File: config.mk
export PLATFORM = sky130hd
export DESIGN_NAME = logicnet_lut_layer_pipe
export DESIGN_NICKNAME = d
export VERILOG_FILES = /design/src/rtl/logicnet_lut_layer_pipe.sv
export SDC_FILE = /design/constraint.sdc
export NUM_CORES = 1
export LEC_CHECK = 0
export CAP_MARGIN = 10
export CORE_AREA = 2 2 199 201
export CTS_BUF_LIST = sky130_fd_sc_hd__clkbuf_4 sky130_fd_sc_hd__clkbuf_8
export CTS_CLUSTER_DIAMETER = 200
export CTS_CLUSTER_SIZE = 30
export DETAILED_ROUTE_END_ITERATION = 10
export DIE_AREA = 0 0 201 203
export PLACE_DENSITY = 0.82
export SLEW_MARGIN = 10
export SYNTH_ARGS = -nofsm -noshare
export SYNTH_HDL_FRONTEND = slang
export SYNTH_SLANG_ARGS = --single-unit
export TNS_END_PERCENT = 20
File: constraint.sdc
create_clock -name clk -period 2.15 [get_ports clk]
set_input_delay 0.43 -clock clk [delete_from_list [all_inputs] [get_ports clk]]
set_output_delay 0.43 -clock clk [all_outputs]
set_load 0.03 [all_outputs]
File: src/rtl/logicnet_lut_layer_pipe.sv
// Runtime-programmable LogicNet layer: NEURONS truth tables evaluated in a 2-stage valid/ready pipeline.
// Optional macro LUT_PARITY_EN adds per-entry even parity with a sticky parity_err output.
module logicnet_lut_layer_pipe #(
  parameter  int unsigned NEURONS   = 4,
  parameter  int unsigned ADDR_BITS = 6,
  parameter  int unsigned OUT_BITS  = 2,
  localparam int unsigned NW        = (NEURONS > 1) ? $clog2(NEURONS) : 1
) (
  input  logic                          clk,
  input  logic                          rst,
  input  logic                          cfg_start,
  input  logic                          cfg_we,
  input  logic [NW-1:0]                 cfg_neuron,
  input  logic [ADDR_BITS-1:0]          cfg_addr,
  input  logic [OUT_BITS-1:0]           cfg_data,
  input  logic                          cfg_done,
  output logic                          cfg_err,
  output logic                          mode_run,
  input  logic                          in_valid,
  output logic                          in_ready,
  input  logic [NEURONS*ADDR_BITS-1:0]  in_addr,
  output logic                          out_valid,
  input  logic                          out_ready,
  output logic [NEURONS*OUT_BITS-1:0]   out_data
`ifdef LUT_PARITY_EN
  ,
  input  logic                          cfg_parity_flip,
  output logic                          parity_err
`endif
);

  localparam int unsigned DEPTH = 1 << ADDR_BITS;
`ifdef LUT_PARITY_EN
  localparam int unsigned EW = OUT_BITS + 1;
`else
  localparam int unsigned EW = OUT_BITS;
`endif

  typedef enum logic [1:0] {ST_CFG, ST_RUN, ST_DRAIN} state_t;

  state_t                         r_state;
  state_t                         w_state_nxt;
  logic                           r_s1_valid;
  logic [NEURONS*ADDR_BITS-1:0]   r_s1_addr;
  logic                           r_out_valid;
  logic [NEURONS*OUT_BITS-1:0]    r_out_data;
  logic                           r_cfg_err;
  logic                           r_mode_run;
  logic                           w_adv;
  logic                           w_s1_move;
  logic                           w_in_ready;
  logic                           w_accept;
  logic                           w_neuron_ok;
  logic                           w_wr_ok;
  logic                           w_wr_bad;
  logic [EW-1:0]                  w_wdata;
  logic [NEURONS*OUT_BITS-1:0]    w_rd_data;
  logic [EW-1:0]                  r_mem [NEURONS][DEPTH];
  logic [EW-1:0]                  w_rd  [NEURONS];
`ifdef LUT_PARITY_EN
  logic                           r_parity_err;
  logic                           w_par_bad;
`endif

  // Handshake: stage 2 moves when empty or drained; stage 1 moves when empty or stage 2 moves.
  assign w_adv      = !r_out_valid || out_ready;
  assign w_s1_move  = !r_s1_valid || w_adv;
  assign w_in_ready = (r_state == ST_RUN) && w_s1_move;
  assign w_accept   = in_valid && w_in_ready;

  assign w_neuron_ok = ({1'b0, cfg_neuron} < (NW+1)'(NEURONS));
  assign w_wr_ok     = cfg_we && (r_state == ST_CFG) && w_neuron_ok;
  assign w_wr_bad    = cfg_we && !w_wr_ok;

`ifdef LUT_PARITY_EN
  assign w_wdata = {(^cfg_data) ^ cfg_parity_flip, cfg_data};
`else
  assign w_wdata = cfg_data;
`endif

  // Table storage is intentionally not reset so contents survive rst.
  always_ff @(posedge clk) begin
    if (w_wr_ok) r_mem[cfg_neuron][cfg_addr] <= w_wdata;
  end

  for (genvar n = 0; n < NEURONS; n++) begin : g_rd
    assign w_rd[n] = r_mem[n][r_s1_addr[n*ADDR_BITS +: ADDR_BITS]];
  end

  always_comb begin
    w_rd_data = '0;
`ifdef LUT_PARITY_EN
    w_par_bad = 1'b0;
`endif
    for (int n = 0; n < NEURONS; n++) begin
      w_rd_data[n*OUT_BITS +: OUT_BITS] = w_rd[n][OUT_BITS-1:0];
`ifdef LUT_PARITY_EN
      w_par_bad = w_par_bad | (^w_rd[n]);
`endif
    end
  end

  // Next-state: cfg_done wins in CFG, cfg_start wins in RUN by construction.
  always_comb begin
    w_state_nxt = r_state;
    case (r_state)
      ST_CFG:   if (cfg_done) w_state_nxt = ST_RUN;
      ST_RUN:   if (cfg_start) w_state_nxt = ST_DRAIN;
      ST_DRAIN: if (!r_s1_valid && !r_out_valid) w_state_nxt = ST_CFG;
      default:  w_state_nxt = ST_CFG;
    endcase
  end

  always_ff @(posedge clk or posedge rst) begin
    if (rst) begin
      r_state      <= ST_CFG;
      r_mode_run   <= 1'b0;
      r_cfg_err    <= 1'b0;
      r_s1_valid   <= 1'b0;
      r_s1_addr    <= '0;
      r_out_valid  <= 1'b0;
      r_out_data   <= '0;
`ifdef LUT_PARITY_EN
      r_parity_err <= 1'b0;
`endif
    end else begin
      r_state    <= w_state_nxt;
      r_mode_run <= (w_state_nxt == ST_RUN);
      r_cfg_err  <= r_cfg_err | w_wr_bad;
      if (w_s1_move) begin
        r_s1_valid <= w_accept;
        if (w_accept) r_s1_addr <= in_addr;
      end
      if (w_adv) begin
        r_out_valid <= r_s1_valid;
        if (r_s1_valid) begin
          r_out_data <= w_rd_data;
`ifdef LUT_PARITY_EN
          r_parity_err <= r_parity_err | w_par_bad;
`endif
        end
      end
    end
  end

  assign cfg_err   = r_cfg_err;
  assign mode_run  = r_mode_run;
  assign in_ready  = w_in_ready;
  assign out_valid = r_out_valid;
  assign out_data  = r_out_data;
`ifdef LUT_PARITY_EN
  assign parity_err = r_parity_err;
`endif

endmodule

==> results of run 1 <==
cells by family after synthesis:
group / Yosys count / share of synthesized area
flip-flops: 550 / 0.710
AND/OR/NAND/NOR: 452 / 0.0849
multiplexers: 240 / 0.142
AO/OA/AOI/OAI: 125 / 0.0405
buffers and inverters: 100 / 0.0226
synth_stat cells:
library cell and number:
mux4_1 33, nor4_2 1, mux2_2 24, and3b_1 2, edfxtp_1 512, nor3_1 2, a21oi_1 11, or2_2 1
dfrtp_1 38, clkbuf_1 39, mux4_2 23, buf_2 16, nor2_1 286, inv_1 3, and2_1 5, a31o_1 1
nor2_2 1, nor2b_1 18, nand3b_1 3, a22oi_1 74, and3_1 5, a31oi_1 9, o221ai_1 8, nand3_1 20
nor3b_1 4, a211o_1 6, buf_6 8, buf_1 17, and4b_1 1, nor4b_2 1, nand4_1 9, and2b_1 3
mux2i_1 160, o211ai_1 1, nand2_1 76, nand2b_1 6, nand4b_1 8, buf_4 17, o21ai_0 2, a41oi_1 7
a22o_1 6
cell type report:
type | count | share of cell area
sequential | 550 | 0.641
multi-input combinational | 817 | 0.243
timing repair buffer | 187 | 0.0727
tap | 518 | 0.0254
clock buffer | 38 | 0.0168
clock inverter | 1 | 0.000786
inverter | 3 | 0.000442
repair_timing:
item / in CTS / in global routing
setup buffers: 0 / 2
endpoints found under the setup margin: 13 / 96
pin swaps: 4 / 0
gates resized for setup: 8 / 20
state kept, by name, indices dropped and copies added, names as in the netlist:
signal	flops
cfg_err	1
mode_run	1
out_data	8
out_valid	1
r_mem	512
r_s1_addr	24
r_s1_valid	1
r_state	2
final timing paths:
| path | to | depth (start not counted) |
|---|---|---|
| max | out_data[5] | 6 |
| min | r_s1_addr[8] | 2 |
| max reg2reg | out_data[5] | 6 |
| min reg2reg | cfg_err | 1 |
| max in group asynchronous | r_s1_addr[14] | 3 |
| min in group clk | r_mem[3][76] | 1 |
power groups by stage:
stage / combinational, W / clock (W) / sequential [W]
after CTS: 0.00843 / 0.00426 / 0.0128
after global placement: 0.00820 / 0 / 0.0130
after global routing: 0.00914 / 0.00458 / 0.0129
after detailed placement: 0.00844 / 0 / 0.0131
final: 0.00861 / 0.00423 / 0.0129
after floorplan: 0.00596 / 0 / 0.0127
metrics by stage:
step	setup WS (ps)	hold WS, ps	util
6_report	-2.11	86.1	0.662
4_1_cts	-32.4	89.6	0.661
3_3_place_gp	-344	452	0.649
3_5_place_dp	-402	472	0.649
5_1_grt	-51.1	107	0.662
2_1_floorplan	2.34	487	-
layer usage:
| layer | vias to the layer above | share of wire |
|---|---|---|
| li1 | 5814 | - |
| met1 | 6633 | 0.37 |
| met2 | 732 | 0.49 |
| met3 | 118 | 0.089 |
| met4 | 0 | 0.046 |
| met5 | - | 0 |
critical path: stages, from the launching register on:
cell	delay (ps)
dfrtp_1	410
buf_12	190
mux4_2	540
a22o_1	250
a211o_1	330
a31oi_1	210
a21oi_1	100
==> impl_metrics.env, run 1 <==
export IMPL_placed_area_mm2=0.0250
export IMPL_fin_ws_ps=-2.11
export IMPL_core_area_mm2=0.0385
export IMPL_antenna_found_initial=0
export IMPL_finalCritPeriodShare=1.00
export IMPL_nets=1622
export IMPL_postRouteAntennaNets=0
export IMPL_design_area_mm2=0.0255
export IMPL_timing_hold_violations_final=0
export IMPL_grt_busiest_layer="met2"
export IMPL_insertion_delay_ps=630
export IMPL_reg2reg_setup_slack_ps=-2
export IMPL_most_common_layout_cells="512 x edfxtp_1, 281 x nor2_1, 160 x mux2i_1, 110 x buf_4, 74 x a22oi_1"
export IMPL_grtUsageTotal=0.266
export IMPL_power_switching_w=0.00828
export IMPL_intPower_w=0.0174
export IMPL_synth_top_area_cell="edfxtp_1"
export IMPL_arrival_ps=2680
export IMPL_final_common_cell="edfxtp_1"
export IMPL_yosysTopAreaCellShare=0.669
export IMPL_p_clk_frac=0.164
export IMPL_syn2layout_area_growth_pct=10.9
export IMPL_portBuffers=52
export IMPL_power_w=0.0257
export IMPL_dieArea_mm2=0.0408
export IMPL_dieWidth_um=201
export IMPL_worstPathMaxFanout=18
export IMPL_crit_type="register to register"
export IMPL_first_global_vias=13544
export IMPL_yosys_warnings=0
export IMPL_grt_overflow_total=0
export IMPL_dr_pass1_iters=6
export IMPL_drc=0
export IMPL_fin_cells=2114
export IMPL_violations="setup timing"
export IMPL_setup_viol=1
export IMPL_power_leakage_nw=8.61
export IMPL_reg2reg_from="r_s1_addr[12]"
export IMPL_cap_violations=0
export IMPL_yosys_register_bits=550
export IMPL_grt_max_degree=84
export IMPL_start_util=0.597
export IMPL_synth_nets=1508
export IMPL_num_fill_cells=2567
export IMPL_synth_seq_area_share=0.710
export IMPL_synth_area_mm2=0.0230
export IMPL_startpoint_type="register"
export IMPL_met1_usage=0.355
export IMPL_cts_max_path_buffers=3
export IMPL_yosys_top_cells_area="edfxtp_1 67%, mux2i_1 7.0%, nor2_1 4.7%, dfrtp_1 4.1%, mux4_1 3.8%"
export IMPL_met3_usage=0.0347
export IMPL_vias=13297
export IMPL_numCtsBuffers=22
export IMPL_clockRootBuffer="clkbuf_8"
export IMPL_worstHoldPathType="input port to asynchronous set/reset pin"
export IMPL_endpoint_kind="register"
export IMPL_io_pins=53
export IMPL_multi_input_area_mm2=0.00618
export IMPL_setup_tns_ps=-2.11
export IMPL_synthCells=1467
export IMPL_finalMaxSlewViolations=0
export IMPL_fp_dieH_um=203
export IMPL_dp_cells=2073
export IMPL_ff_latch_area_mm2=0.0163
export IMPL_clkSinkCount=550
export IMPL_grt_pass1_wl_um=80500
export IMPL_power_switching_share=0.322
export IMPL_fmax_mhz=465
export IMPL_antenna_cells=0
export IMPL_skew_ps=35.8
export IMPL_tightest_slew_ps=613
export IMPL_avgRoutedWirePerCell_um=25.8
export IMPL_gp_congestion=0.915
export IMPL_status="finished, violations left"
export IMPL_drt_iter0_markers=1659
export IMPL_globalRouteMet2Util=0.448
export IMPL_slew_limit_headroom=0.591
export IMPL_ys_types=41
export IMPL_vias_per_cell=6.29
export IMPL_critPathLaunch="r_s1_addr[12]"
export IMPL_rsz0062_at_grt="true"
export IMPL_power_frac_comb=0.335
export IMPL_clkTransAtPathRegs_ps=170
export IMPL_drive_gt1_frac=0.157
export IMPL_htreeDepth=1
export IMPL_peakVddDrop_mv=0.686
export IMPL_period_minus_slack_ps=2150
export IMPL_cts_tree="done"
export IMPL_pwr_share_seq=0.500
export IMPL_cts_hold_buf=0
export IMPL_synth_avg_cell_area_um2=15.7
export IMPL_num_rows=72
export IMPL_wirelength_um=54400
export IMPL_p_per_area_mw_per_mm2=1010
export IMPL_critical_path_required_ps=2680
export IMPL_dp_hpwl_um=38500
Power figures use the tool's default switching activity.
==> run 2: changes to the inputs <==
--- a/config.mk
+++ b/config.mk
@@ -6,13 +6,13 @@
 export NUM_CORES = 1
 export LEC_CHECK = 0
 export CAP_MARGIN = 10
-export CORE_AREA = 2 2 199 201
+export CORE_AREA = 2 2 193 195
 export CTS_BUF_LIST = sky130_fd_sc_hd__clkbuf_4 sky130_fd_sc_hd__clkbuf_8
 export CTS_CLUSTER_DIAMETER = 200
 export CTS_CLUSTER_SIZE = 30
 export DETAILED_ROUTE_END_ITERATION = 10
-export DIE_AREA = 0 0 201 203
-export PLACE_DENSITY = 0.82
+export DIE_AREA = 0 0 195 197
+export PLACE_DENSITY = 0.86
 export SLEW_MARGIN = 10
 export SYNTH_ARGS = -nofsm -noshare
 export SYNTH_HDL_FRONTEND = slang
==> run 2 against run 1 <==
- the run now ends clean
- worst hold slack got worse by 2.0 ps
- clock skew is 9.5 ps higher
- critical path depth unchanged
- via count rose by 2.2%
- first-iteration DRC count down 2.2%
- clock power is 0.9% higher
- final area decreased by 0.24%
- register-to-register slack better by 20 ps
- flip-flop and latch count did not move
- core utilization up 3.9 points
- sequential share of layout area is 0.15 points higher
- critical path type unchanged
- highest routed layer unchanged
==> impl_metrics.env, run 2 (synthesis gave the netlist of run 1 again) <==
export IMPL_dp_hpwl_um=37600
export IMPL_arrival_ps=2440
export IMPL_power_switching_share=0.325
export IMPL_fin_util=0.701
export IMPL_vias=13589
export IMPL_skew_ps=45.3
export IMPL_critical_path_required_ps=2460
export IMPL_drc=0
export IMPL_dp_cells=2007
export IMPL_cap_violations=0
export IMPL_io_pins=53
export IMPL_clockRootBuffer="clkbuf_8"
export IMPL_finalMaxSlewViolations=0
export IMPL_power_frac_comb=0.344
export IMPL_dieWidth_um=195
export IMPL_dr_pass1_iters=6
export IMPL_nets=1615
export IMPL_worstHoldPathType="input port to asynchronous set/reset pin"
export IMPL_insertion_delay_ps=630
export IMPL_endpoint_kind="register"
export IMPL_finalCritPeriodShare=0.992
export IMPL_drive_gt1_frac=0.161
export IMPL_grt_max_degree=75
export IMPL_startpoint_type="register"
export IMPL_cts_tree="done"
export IMPL_rsz0062_at_grt="true"
export IMPL_tightest_slew_ps=592
export IMPL_avgRoutedWirePerCell_um=26.3
export IMPL_grtUsageTotal=0.280
export IMPL_most_common_layout_cells="512 x edfxtp_1, 279 x nor2_1, 158 x mux2i_1, 104 x buf_4, 73 x nand2_1"
export IMPL_htreeDepth=1
export IMPL_p_clk_frac=0.164
export IMPL_num_rows=70
export IMPL_final_common_cell="edfxtp_1"
export IMPL_slew_limit_headroom=0.605
export IMPL_postRouteAntennaNets=0
export IMPL_clkTransAtPathRegs_ps=180
export IMPL_cts_hold_buf=0
export IMPL_crit_chain="nor2_4 -> nand2_2 -> nor3_1 -> buf_4 -> nand2_1 -> nor2_2"
export IMPL_power_switching_w=0.00845
export IMPL_r2r_cells=6
export IMPL_crit_type="register to register"
export IMPL_drt_iter0_markers=1623
export IMPL_vias_per_cell=6.59
export IMPL_top_register="r_mem"
export IMPL_worstPathMaxFanout=7
export IMPL_pwr_share_seq=0.492
export IMPL_power_leakage_nw=8.57
export IMPL_hold_slack_ps=84.1
export IMPL_fmax_mhz=469
export IMPL_fin_cells=2061
export IMPL_start_util=0.634
export IMPL_reg2reg_setup_slack_ps=20
export IMPL_setup_tns_ps=0
export IMPL_antenna_found_initial=3
export IMPL_largest_reg_flops=512
export IMPL_status="finished clean"
export IMPL_timing_hold_violations_final=0
export IMPL_first_global_vias=13580
export IMPL_dieArea_mm2=0.0384
export IMPL_fp_dieH_um=197
export IMPL_period_minus_slack_ps=2130
export IMPL_r2r_end="r_mem[3][68]"
export IMPL_reg2reg_from="r_state[1]"
export IMPL_wirelength_um=54200
export IMPL_p_per_area_mw_per_mm2=1020
export IMPL_cts_max_path_buffers=3
export IMPL_setup_viol=0
export IMPL_intPower_w=0.0175
export IMPL_grt_overflow_total=0
export IMPL_gp_congestion=0.947
export IMPL_numCtsBuffers=22
export IMPL_cp_slowest_cell="dfrtp_2"
export IMPL_slowest_delay_ps=490
export IMPL_fin_ws_ps=16.7
export IMPL_peakVddDrop_mv=0.671
export IMPL_pre_cts_slack_ps=-417
export IMPL_clkSinkCount=550
export IMPL_portBuffers=52
export IMPL_core_area_mm2=0.0363
export IMPL_grt_pass1_wl_um=79600
export IMPL_syn2layout_area_growth_pct=10.6
-- run 2: cell types whose count changed in the layout (fill, tap and decap cells not counted), moves of 3 or more --
cell     previous run  this run
a41oi_2             0         3
buf_4             110       104
diode_2             0         3
a41oi_1             7         4
-- run 2: cell type report --
class	count	area (um2)
fill	2234	10800
timing repair buffer	180	1790
antenna	3	7.51
inverter	3	11.3
clock buffer	39	437
multi-input combinational	817	6240
tap	468	586
sequential	550	16300
clock inverter	1	20.0
-- run 2: repair_timing --
action	CTS	global route
endpoints found under the hold margin	0	0
setup endpoints to repair	45	104
pin swaps	2	2
resized for setup	14	24
buffers inserted	6	5
-- run 2: how the worst max path moves through the flow --
stage,startpoint,endpoint,slack (ps),cells past startpoint
2_1_floorplan,out_valid,r_s1_addr[0],2,5
3_3_place_gp,cfg_addr[2],r_mem[1][118],-330,6
3_5_place_dp,cfg_addr[2],r_mem[1][118],-420,6
4_1_cts,out_data[0],out_data[0],0.6,1
5_1_grt,r_s1_addr[12],out_data[5],-20,6
6_report,r_state[1],r_mem[3][68],20,6
-- run 2: worst max-delay path, delay by kind of cell, from the launching register on --
family / cells / cell delay (ps)
buffers and inverters: 1 / 230
flip-flops: 1 / 490
AND/OR/NAND/NOR: 5 / 1090
-- run 2: power groups by stage --
stage,clock network [W],registers [W],logic [W]
floorplan,0,0.0127,0.00596
global placement,0,0.0129,0.00822
detailed placement,0,0.0130,0.00848
CTS,0.00425,0.0128,0.00857
global route,0.00455,0.0128,0.00943
finish,0.00427,0.0128,0.00892
-- run 2: routing by layer --
metal | vias to the layer above | part of all wire | global-route usage
met3 | 154 | 0.099 | 0.0388
li1 | 5800 | - | -
met1 | 6741 | 0.36 | 0.369
met5 | - | 0 | 0
met4 | 0 | 0.048 | 0.125
met2 | 894 | 0.50 | 0.473
-- run 2: per-stage QoR --
step | total power, W | instance area, um2
floorplan | 0.0186 | 23000
global placement | 0.0212 | 24800
detailed placement | 0.0215 | 24800
CTS | 0.0256 | 25300
global route | 0.0268 | 25400
finish | 0.0260 | 25400
==> run 3: changes to the inputs <==
--- a/config.mk
+++ b/config.mk
@@ -13,7 +13,7 @@
 export DETAILED_ROUTE_END_ITERATION = 10
 export DIE_AREA = 0 0 195 197
 export PLACE_DENSITY = 0.86
-export SLEW_MARGIN = 10
+export SLEW_MARGIN = 20
 export SYNTH_ARGS = -nofsm -noshare
 export SYNTH_HDL_FRONTEND = slang
 export SYNTH_SLANG_ARGS = --single-unit
==> results of run 3 <==
The final DEF is identical to that of run 2; final timing and power are the same.
